**src/rtl/id_issue_stage_if.sv**
```systemverilog
// ID->EXE issue pipe: ready/valid handshake plus the registered decode and operand fields.
// The issue stage drives through the master modport; the EXE stage consumes through slave.
interface id_issue_stage_if #(
    parameter int unsigned XLEN = 32,
    parameter int unsigned RW   = 4
);
    logic            out_valid;
    logic            out_ready;
    logic [XLEN-1:0] out_pc;
    logic [XLEN-1:0] out_rn_val;
    logic [XLEN-1:0] out_rm_val;
    logic [23:0]     out_imm24;
    logic [11:0]     out_shift_op;
    logic [3:0]      out_exe_cmd;
    logic [RW-1:0]   out_dest;
    logic [3:0]      out_status;
    logic            out_wb_en;
    logic            out_mem_r;
    logic            out_mem_w;
    logic            out_s;
    logic            out_b;
    logic            out_imm;

    modport master (
        output out_valid, out_pc, out_rn_val, out_rm_val, out_imm24, out_shift_op,
               out_exe_cmd, out_dest, out_status, out_wb_en, out_mem_r, out_mem_w,
               out_s, out_b, out_imm,
        input  out_ready
    );

    modport slave (
        input  out_valid, out_pc, out_rn_val, out_rm_val, out_imm24, out_shift_op,
               out_exe_cmd, out_dest, out_status, out_wb_en, out_mem_r, out_mem_w,
               out_s, out_b, out_imm,
        output out_ready
    );
endinterface

```
**src/rtl/id_issue_stage.sv**
```systemverilog
// ARM decode/issue stage: decode, condition check, bypassed register read, pending-write
// scoreboard for RAW hazards, and a ready/valid pipe register towards EXE.
module id_issue_stage #(
    parameter int unsigned XLEN         = 32,
    parameter int unsigned NREGS        = 16,
    parameter int unsigned MAX_INFLIGHT = 3,
    localparam int unsigned RW          = $clog2(NREGS)
) (
    input  logic              clk,
    input  logic              rst,
    input  logic              flush,
    input  logic              in_valid,
    output logic              in_ready,
    input  logic [31:0]       instruction,
    input  logic [XLEN-1:0]   pc,
    input  logic [3:0]        status,
    input  logic              wb_en,
    input  logic [RW-1:0]     wb_dest,
    input  logic [XLEN-1:0]   wb_val,
    id_issue_stage_if.master  out_if
);
    localparam int unsigned CntW = $clog2(MAX_INFLIGHT + 1);

    typedef struct packed {
        logic [XLEN-1:0] pc;
        logic [XLEN-1:0] rn_val;
        logic [XLEN-1:0] rm_val;
        logic [23:0]     imm24;
        logic [11:0]     shift_op;
        logic [3:0]      exe_cmd;
        logic [RW-1:0]   dest;
        logic [3:0]      status;
        logic            wb_en;
        logic            mem_r;
        logic            mem_w;
        logic            s;
        logic            b;
        logic            imm;
    } pipe_t;

    pipe_t            pipe_q, pipe_d, issue;
    logic             valid_q, valid_d;
    logic [XLEN-1:0]  rf_q [NREGS];
    logic [CntW-1:0]  cnt_q [NREGS];
    logic [CntW-1:0]  cnt_d [NREGS];
    logic [NREGS-1:0] busy, inc_vec, dec_vec;

    logic [3:0]    cond, opcode;
    logic [1:0]    mode;
    logic          s_bit, imm_bit;
    logic [RW-1:0] src1, src2, rd;
    logic          cond_pass, two_src, stall, space, accept, inc_en;
    logic [3:0]    exe_cmd;
    logic          ctl_wb_en, ctl_mem_r, ctl_mem_w, ctl_s, ctl_b;
    logic          n_f, z_f, c_f, v_f;

    assign cond    = instruction[31:28];
    assign mode    = instruction[27:26];
    assign imm_bit = instruction[25];
    assign opcode  = instruction[24:21];
    assign s_bit   = instruction[20];
    assign src1    = RW'(instruction[19:16]);
    assign rd      = RW'(instruction[15:12]);
    assign {n_f, z_f, c_f, v_f} = status;

    always_comb begin
        case (cond)
            4'h0:    cond_pass = z_f;
            4'h1:    cond_pass = !z_f;
            4'h2:    cond_pass = c_f;
            4'h3:    cond_pass = !c_f;
            4'h4:    cond_pass = n_f;
            4'h5:    cond_pass = !n_f;
            4'h6:    cond_pass = v_f;
            4'h7:    cond_pass = !v_f;
            4'h8:    cond_pass = c_f && !z_f;
            4'h9:    cond_pass = !c_f || z_f;
            4'ha:    cond_pass = (n_f == v_f);
            4'hb:    cond_pass = (n_f != v_f);
            4'hc:    cond_pass = !z_f && (n_f == v_f);
            4'hd:    cond_pass = z_f || (n_f != v_f);
            4'he:    cond_pass = 1'b1;
            default: cond_pass = 1'b0;
        endcase
    end

    always_comb begin
        exe_cmd   = 4'b0000;
        ctl_wb_en = 1'b0;
        ctl_mem_r = 1'b0;
        ctl_mem_w = 1'b0;
        ctl_s     = 1'b0;
        ctl_b     = 1'b0;
        case (mode)
            2'b00: begin
                ctl_s = s_bit;
                case (opcode)
                    4'b1101: begin exe_cmd = 4'b0001; ctl_wb_en = 1'b1; end  // MOV
                    4'b1111: begin exe_cmd = 4'b1001; ctl_wb_en = 1'b1; end  // MVN
                    4'b0100: begin exe_cmd = 4'b0010; ctl_wb_en = 1'b1; end  // ADD
                    4'b0101: begin exe_cmd = 4'b0011; ctl_wb_en = 1'b1; end  // ADC
                    4'b0010: begin exe_cmd = 4'b0100; ctl_wb_en = 1'b1; end  // SUB
                    4'b0110: begin exe_cmd = 4'b0101; ctl_wb_en = 1'b1; end  // SBC
                    4'b0000: begin exe_cmd = 4'b0110; ctl_wb_en = 1'b1; end  // AND
                    4'b1100: begin exe_cmd = 4'b0111; ctl_wb_en = 1'b1; end  // ORR
                    4'b0001: begin exe_cmd = 4'b1000; ctl_wb_en = 1'b1; end  // EOR
                    4'b1010: exe_cmd = 4'b0100;                              // CMP
                    4'b1000: exe_cmd = 4'b0110;                              // TST
                    default: ;
                endcase
            end
            2'b01: begin
                exe_cmd = 4'b0010;
                if (s_bit) begin
                    ctl_mem_r = 1'b1;
                    ctl_wb_en = 1'b1;
                end else begin
                    ctl_mem_w = 1'b1;
                end
            end
            2'b10:   ctl_b = 1'b1;
            default: ;
        endcase
    end

    assign src2    = ctl_mem_w ? rd : RW'(instruction[3:0]);
    assign two_src = !imm_bit || ctl_mem_w;

    // A register is busy while a writer sits in the pipe register or has more unretired
    // writers than the WB retiring this very cycle (that one is covered by the bypass).
    always_comb begin
        for (int r = 0; r < NREGS; r++) begin
            dec_vec[r] = wb_en && (wb_dest == RW'(r));
            busy[r]    = (valid_q && pipe_q.wb_en && (pipe_q.dest == RW'(r))) ||
                         (cnt_q[r] > (dec_vec[r] ? CntW'(1) : CntW'(0)));
        end
    end

    assign stall    = in_valid && cond_pass && ((!ctl_b && busy[src1]) ||
                                                (two_src && busy[src2]));
    assign space    = !valid_q || out_if.out_ready;
    assign in_ready = flush || (space && !stall);
    assign accept   = in_valid && in_ready && !flush;
    assign inc_en   = valid_q && out_if.out_ready && pipe_q.wb_en && !flush;

    always_comb begin
        issue.pc       = pc;
        issue.rn_val   = (wb_en && wb_dest == src1) ? wb_val : rf_q[src1];
        issue.rm_val   = (wb_en && wb_dest == src2) ? wb_val : rf_q[src2];
        issue.imm24    = instruction[23:0];
        issue.shift_op = instruction[11:0];
        issue.exe_cmd  = exe_cmd;
        issue.dest     = rd;
        issue.status   = status;
        issue.wb_en    = ctl_wb_en;
        issue.mem_r    = ctl_mem_r;
        issue.mem_w    = ctl_mem_w;
        issue.s        = ctl_s;
        issue.b        = ctl_b;
        issue.imm      = imm_bit;
    end

    always_comb begin
        pipe_d  = pipe_q;
        valid_d = valid_q;
        if (flush) begin
            valid_d = 1'b0;
        end else if (accept && cond_pass) begin
            valid_d = 1'b1;
            pipe_d  = issue;
        end else if (out_if.out_ready) begin
            valid_d = 1'b0;
        end
    end

    always_comb begin
        for (int r = 0; r < NREGS; r++) begin
            inc_vec[r] = inc_en && (pipe_q.dest == RW'(r));
            cnt_d[r]   = cnt_q[r];
            if (inc_vec[r] && !dec_vec[r]) begin
                cnt_d[r] = cnt_q[r] + CntW'(1);
            end else if (dec_vec[r] && !inc_vec[r]) begin
                cnt_d[r] = cnt_q[r] - CntW'(1);
            end
        end
    end

    always_ff @(posedge clk) begin
        if (!rst) begin
            valid_q <= 1'b0;
            pipe_q  <= '0;
            for (int r = 0; r < NREGS; r++) begin
                rf_q[r]  <= '0;
                cnt_q[r] <= '0;
            end
        end else begin
            valid_q <= valid_d;
            pipe_q  <= pipe_d;
            for (int r = 0; r < NREGS; r++) begin
                assert (!(inc_vec[r] && !dec_vec[r] && cnt_q[r] == CntW'(MAX_INFLIGHT)));
                assert (!(dec_vec[r] && !inc_vec[r] && cnt_q[r] == '0));
                cnt_q[r] <= cnt_d[r];
            end
            if (wb_en) begin
                rf_q[wb_dest] <= wb_val;
            end
        end
    end

    assign out_if.out_valid    = valid_q;
    assign out_if.out_pc       = pipe_q.pc;
    assign out_if.out_rn_val   = pipe_q.rn_val;
    assign out_if.out_rm_val   = pipe_q.rm_val;
    assign out_if.out_imm24    = pipe_q.imm24;
    assign out_if.out_shift_op = pipe_q.shift_op;
    assign out_if.out_exe_cmd  = pipe_q.exe_cmd;
    assign out_if.out_dest     = pipe_q.dest;
    assign out_if.out_status   = pipe_q.status;
    assign out_if.out_wb_en    = pipe_q.wb_en;
    assign out_if.out_mem_r    = pipe_q.mem_r;
    assign out_if.out_mem_w    = pipe_q.mem_w;
    assign out_if.out_s        = pipe_q.s;
    assign out_if.out_b        = pipe_q.b;
    assign out_if.out_imm      = pipe_q.imm;
endmodule

```
**src/flat_wrapper.sv**
```systemverilog
// flat-port wrapper written by rule: the top's interface ports become plain ports
module id_issue_stage_flat 
#(
    parameter int unsigned XLEN         = 32,
    parameter int unsigned NREGS        = 16,
    parameter int unsigned MAX_INFLIGHT = 3,
    localparam int unsigned RW          = $clog2(NREGS)
)
  (clk, rst, flush, in_valid, in_ready, instruction, pc, status, wb_en, wb_dest, wb_val, out_if_out_valid, out_if_out_pc, out_if_out_rn_val, out_if_out_rm_val, out_if_out_imm24, out_if_out_shift_op, out_if_out_exe_cmd, out_if_out_dest, out_if_out_status, out_if_out_wb_en, out_if_out_mem_r, out_if_out_mem_w, out_if_out_s, out_if_out_b, out_if_out_imm, out_if_out_ready);
  id_issue_stage_if #(.XLEN(XLEN), .RW((4))) out_if_i ();
  input  logic clk;
  input  logic rst;
  input  logic flush;
  input  logic in_valid;
  output logic in_ready;
  input  logic [31:0] instruction;
  input  logic [XLEN-1:0] pc;
  input  logic [3:0] status;
  input  logic wb_en;
  input  logic [RW-1:0] wb_dest;
  input  logic [XLEN-1:0] wb_val;
  output wire logic [$bits(out_if_i.out_valid)-1:0] out_if_out_valid;
  output wire logic [$bits(out_if_i.out_pc)-1:0] out_if_out_pc;
  output wire logic [$bits(out_if_i.out_rn_val)-1:0] out_if_out_rn_val;
  output wire logic [$bits(out_if_i.out_rm_val)-1:0] out_if_out_rm_val;
  output wire logic [$bits(out_if_i.out_imm24)-1:0] out_if_out_imm24;
  output wire logic [$bits(out_if_i.out_shift_op)-1:0] out_if_out_shift_op;
  output wire logic [$bits(out_if_i.out_exe_cmd)-1:0] out_if_out_exe_cmd;
  output wire logic [$bits(out_if_i.out_dest)-1:0] out_if_out_dest;
  output wire logic [$bits(out_if_i.out_status)-1:0] out_if_out_status;
  output wire logic [$bits(out_if_i.out_wb_en)-1:0] out_if_out_wb_en;
  output wire logic [$bits(out_if_i.out_mem_r)-1:0] out_if_out_mem_r;
  output wire logic [$bits(out_if_i.out_mem_w)-1:0] out_if_out_mem_w;
  output wire logic [$bits(out_if_i.out_s)-1:0] out_if_out_s;
  output wire logic [$bits(out_if_i.out_b)-1:0] out_if_out_b;
  output wire logic [$bits(out_if_i.out_imm)-1:0] out_if_out_imm;
  input wire logic [$bits(out_if_i.out_ready)-1:0] out_if_out_ready;
  assign out_if_out_valid = out_if_i.out_valid;
  assign out_if_out_pc = out_if_i.out_pc;
  assign out_if_out_rn_val = out_if_i.out_rn_val;
  assign out_if_out_rm_val = out_if_i.out_rm_val;
  assign out_if_out_imm24 = out_if_i.out_imm24;
  assign out_if_out_shift_op = out_if_i.out_shift_op;
  assign out_if_out_exe_cmd = out_if_i.out_exe_cmd;
  assign out_if_out_dest = out_if_i.out_dest;
  assign out_if_out_status = out_if_i.out_status;
  assign out_if_out_wb_en = out_if_i.out_wb_en;
  assign out_if_out_mem_r = out_if_i.out_mem_r;
  assign out_if_out_mem_w = out_if_i.out_mem_w;
  assign out_if_out_s = out_if_i.out_s;
  assign out_if_out_b = out_if_i.out_b;
  assign out_if_out_imm = out_if_i.out_imm;
  assign out_if_i.out_ready = out_if_out_ready;
  id_issue_stage #(.XLEN(XLEN), .NREGS(NREGS), .MAX_INFLIGHT(MAX_INFLIGHT)) u_core (.clk(clk), .rst(rst), .flush(flush), .in_valid(in_valid), .in_ready(in_ready), .instruction(instruction), .pc(pc), .status(status), .wb_en(wb_en), .wb_dest(wb_dest), .wb_val(wb_val), .out_if(out_if_i));
endmodule
```
**config.mk**
```make
export PLATFORM = sky130hd
export DESIGN_NAME = id_issue_stage_flat
export DESIGN_NICKNAME = d
export VERILOG_FILES = /design/src/rtl/id_issue_stage_if.sv /design/src/rtl/id_issue_stage.sv /design/src/flat_wrapper.sv
export SDC_FILE = /design/constraint.sdc
export NUM_CORES = 2
export LEC_CHECK = 0
export BUFFER_PORTS_ARGS = -buffer_cell sky130_fd_sc_hd__buf_2
export CAP_MARGIN = 20
export CORE_MARGIN = 2
export CORE_UTILIZATION = 60
export DETAILED_ROUTE_END_ITERATION = 10
export GPL_TIMING_DRIVEN = 0
export PLACE_DENSITY = 0.81
export SYNTH_ARGS = -nofsm -noshare
export SYNTH_HDL_FRONTEND = slang
export SYNTH_SLANG_ARGS = --single-unit
```
**constraint.sdc**
```tcl
create_clock -name clk -period 3.6 [get_ports clk]
set_input_delay 0.18 -clock clk [delete_from_list [all_inputs] [get_ports clk]]
set_output_delay 0.18 -clock clk [all_outputs]
set_load 0.005 [all_outputs]
```
==> results <==
- The flow ran to the end, and the final reports show no timing, DRC or antenna violations.
- Synthesis inferred between 600 and 700 register bits.
- The routed design has about 130 mm of wire.
- The number of max-cap violations is 0.
- In this run the critical register-to-register path is captured at u_core.out_if.out_rm_val[4].
- The number of top-level pins is roughly 260.
- The number of pins exceeding their max-slew limit in the final report is 0.
- The most critical setup path has its startpoint at instruction[26].
- Including well taps, the total number of placed cells is between 4,000 and 5,000.
- The slowest stage of the critical path belongs to the cell buf_1.
- The worst hold path passes through 4 cells.
- The worst max-slew margin expressed relative to the limit is 0.1861.
- Of the total power, the clock network draws 0.380.
- The final hold violation count came to 0.
- The TritonCTS clock tree is done.
- Dividing the synthesized area by the synthesized cell count gives 11.17 µm².
- The pin count of the biggest net entering global routing is 33.
- The ratio of cells with drive above 1 in the final layout is 0.1777.
- The synthesized netlist occupies a cell area of 36,330 µm².
- TritonCTS created between 70 and 80 clock buffers.
- The required time of the worst setup path is 4.10 ns.
- Fill cells in the final layout number ~4,200.
- After detailed routing, the average wire length per cell comes to just under 30 µm.
- The fraction of registers with async set or reset after synthesis is 0.
- The first routing iteration left 5,389 violations.
- The pre-antenna-repair detailed-routing pass consisted of 10 iterations.
- The top cell types in the final layout, fill and taps aside, are 651 x nand2_1, 530 x and2_1, 512 x edfxtp_1, 267 x buf_2, 227 x clkbuf_1.
- The number of antenna violations at the first check in global routing was 11.
- The width of the die is 250.1 µm.
- Timing would allow up to 283.2 MHz.
- The final worst-path cycle share is 0.9809.
- The largest total area in the synthesized netlist belongs to edfxtp_1.
- During placement, the flow inserted port buffers numbering between 200 and 300.
- The arrival time at the worst endpoint is ~4 ns.
- Summed over all nets, the switching power comes to approximately 5.2 mW.
- The routability-driven placement congestion ratio is just over 1.
- After detailed routing, no signal wire sits above met5.
- The finished cells cover between 40,000 and 50,000 µm².
- The longest clock path from root to sink contains 3 buffers.
- The routed wire length on met3 is ~22 mm.
- The detailed router put a total of between 40 and 50 mm of wire on met1.
- Adding up every negative setup slack in the final design gives 0 ns.
- The buffer and inverter count on the worst path is 5.
- Traced cell by cell, the critical path runs through buf_2 > clkbuf_1 > nor3b_1 > clkbuf_1 > nand3_1 > o31ai_1 > clkbuf_1 > buf_1 > a32oi_1 > nand4_1 > a31o_1 > mux2i_1.
- The analysis attributes to cell leakage a power of about 16 nW.
- The setup slack of the most critical reg-to-reg path is between 0.2 and 0.25 ns.
- The level count of the clock H-tree is 3.
- The tightest min-delay check is of the primary input to flop type.
- The power density of the placed cells is approximately 460 nW/µm².
- The number of global-route vias before repair is 29,500.
- The starting density of the core is 0.6041.
- The transition at the pin with the smallest max-transition slack is around 1.2 ns.
- The capturing element type of the critical path is a flop.
- The first global-routing pass estimated about 190 mm of wire.
- Setup repair after global routing left no endpoint under its margin.
- The clock net in this run drives a total of approximately 680 sinks.
- The met2 wire length is around 59 mm.
- The count of different cell masters after synthesis is 63.
- The area overhead of the layout relative to synthesis is 15.68%.
- The share of total power consumed by net switching is 0.2723.
- The net count after synthesis is 3,395.
- The hold-critical path endpoint is u_core.out_if.out_wb_en.
- The count of standard-cell rows is 90.
- The clock tree root driver cell is clkbuf_16.
- Cell internal power was estimated by the tool at between 10 and 15 mW.
- The number of cells in the finished layout apart from fillers is about 4,500.
- In the synthesized netlist the dominant register cell turns out to be edfxtp_1.
- Buffers added to address setup during post-CTS repair amount to 0.
- The total die area is about 63,000 µm².
- On the worst path, the slowest cell contributes a delay of approximately 0.9 ns.
- The worst voltage drop across the vdd grid is ~0.27 mV.
- Leaving out fill and tap cells, the most frequent cell in the layout is nand2_1.
- The die extent in y is about 250 µm.
- The worst register-to-register path begins at u_core.out_if.out_imm24[15].
- The maximum net fanout on the critical path is 10.
- The net count of the finished layout is between 3,000 and 4,000.
- The critical path in this run is classified as primary input to flop.
- After detailed placement, the total cell area comes to a little under 40,000 µm².
- Of the total power, combinational logic draws 0.148.
- The sum of overflow across all layers after global routing is 0.
- In the routed design, unresolved DRC markers number 0.
- Once detailed placement completed, the half-perimeter wirelength came to 95.76 mm.
- The instance count of the mapped netlist is 3,253.
- The final setup violation count is 0.
- Among cell families on the critical path, the largest total delay comes from buffers and inverters.
- The Yosys step of the flow raised 0 warnings.
- The proportion of synthesized chip area in sequential cells is 0.5152.
- At the end of the flow the core is filled with cells to 0.6989.
- The launch point of the worst hold path is instruction[27].
- After clock tree synthesis, the clock-pin slew on the worst setup and hold paths is about 0.060 ns.
- The global routing usage summed across all routing layers is 0.4199.
- The smallest clock period supported by the final layout is computed as around 3.5 ns.
- The most prevalent standard cell on the critical path is clkbuf_1.
- The area share of the largest cell type after synthesis is 0.4232.
- After synthesis, the cell types taking the most area are edfxtp_1 42%, mux4_2 9.9%, dfxtp_1 9.2%, and2_1 9.1%, nand2_1 6.9%.
- The worst clock skew on the final layout is around 0.016 ns.
- The number of enable flip-flop cells after synthesis is about 500.
- The number of cells on the worst reg-to-reg path is 9.
- The later pin in the worst-skew pair is clocked with a latency of 0.63 ns.
- The number of nets with antenna violations after routing is 0.
- The count of vias placed by the detailed router is between 30,000 and 40,000.
- After floorplanning, the core was sized to cover between 60,000 and 70,000 µm².
- The worst setup path is launched from a primary input.
- The detail-routed via count per cell is between 6 and 7.
- Of the total power, registers draw 0.472.
[cell usage after synthesis, types with 6 or more instances]
library cell	instances
a211oi_1	6
xnor2_1	27
mux4_2	160
dfxtp_1	167
buf_1	34
nor2_1	52
nand3_1	141
a32oi_1	65
clkbuf_1	222
a31oi_1	36
nor3_1	8
a31o_1	8
buf_2	15
a21oi_1	7
and2_1	530
a31o_2	24
xor2_1	20
inv_1	42
ha_1	32
a21boi_0	16
buf_4	16
nand2_1	667
nand2b_1	10
or3_1	20
nand4_1	37
mux2i_1	206
nor2b_1	9
a2111oi_0	8
a311oi_1	6
mux2_2	34
buf_6	6
edfxtp_1	512
o21ai_0	56
[metal layers]
layer,up-vias,global-route usage
met5,-,0
met4,4,0.2597
met3,739,0.1699
met2,2943,0.6402
met1,14570,0.4994
li1,12490,-
[per-stage QoR]
stage | setup WS (ns) | total power, mW | hold WS [ns]
floorplan | 0.6654 | 10.66 | 0.3188
global placement | -0.7179 | 11.71 | 0.4284
detailed placement | -0.7908 | 11.82 | 0.4362
CTS | 0.005022 | 18.95 | 0.004067
global route | 0.008257 | 19.54 | 0.0002685
finish | 0.06864 | 19.26 | 0.01493
[worst min-delay path, cell delays in order]
cell and delay [ns]:
buf_2 0.19, nor2b_1 0.09, nand2_1 0.06, mux2i_1 0.05
[flip-flops by register name, indices dropped and copies added, names as in the netlist, 3 cells and up]
register and count:
u_core.cnt_q 32, u_core.out_if.out_dest 3, u_core.out_if.out_exe_cmd 4, u_core.out_if.out_imm24 10, u_core.out_if.out_pc 32, u_core.out_if.out_rm_val 32, u_core.out_if.out_rn_val 32, u_core.out_if.out_shift_op 11
u_core.out_if.out_status 4, u_core.rf_q 512
[layout make-up]
cell class              instances  area [µm²]  area share
multi-input cells            2239       16280      0.3874
repair buffers                349        2420     0.05758
clock buffers                  92        1937     0.04609
diodes                         11       27.53   0.0006550
clock inverters                29       270.3    0.006431
well taps                     782       978.4     0.02328
flip-flops and latches        679       18720      0.4454
plain buffers                 289        1234     0.02936
inverters                      42       157.7    0.003751
[how the worst max path moves through the flow]
stage	endpoint	depth (start not counted)
global placement	u_core.out_if.out_rm_val[4]	15
finish	u_core.out_if.out_rm_val[15]	12
global route	u_core.out_if.out_rm_val[15]	12
CTS	u_core.out_if.out_rm_val[4]	16
floorplan	u_core.out_if.out_exe_cmd[0]	15
detailed placement	u_core.out_if.out_rm_val[12]	15
[cells by family after synthesis]
kind of cell,synth area share
AND/OR/NAND/NOR,0.2041
flip-flops,0.5152
multiplexers,0.1665
buffers and inverters,0.03802
AO/OA/AOI/OAI,0.05376
XOR/XNOR,0.01133
adder cells (fa/ha/maj),0.01102
[power by group through the flow]
stage                     combinational (mW)  sequential, mW  clock (mW)
final                                   2.86            9.09        7.32
after global routing                    2.90            9.11        7.53
after CTS                               2.67            9.06        7.22
after global placement                  2.49            9.22           0
after floorplan                         1.50            9.15           0
after detailed placement                2.59            9.23           0
[timing repair]
action / 4_1_cts / 5_1_grt
setup endpoints to repair: 71 / 72
cloned: 0 / 0
resized for setup: 1 / 21
pin swaps: 0 / 0
hold buffers: 67 / 0
endpoints found under the hold margin: 100 / 0
(Power assumes the default switching activity.)
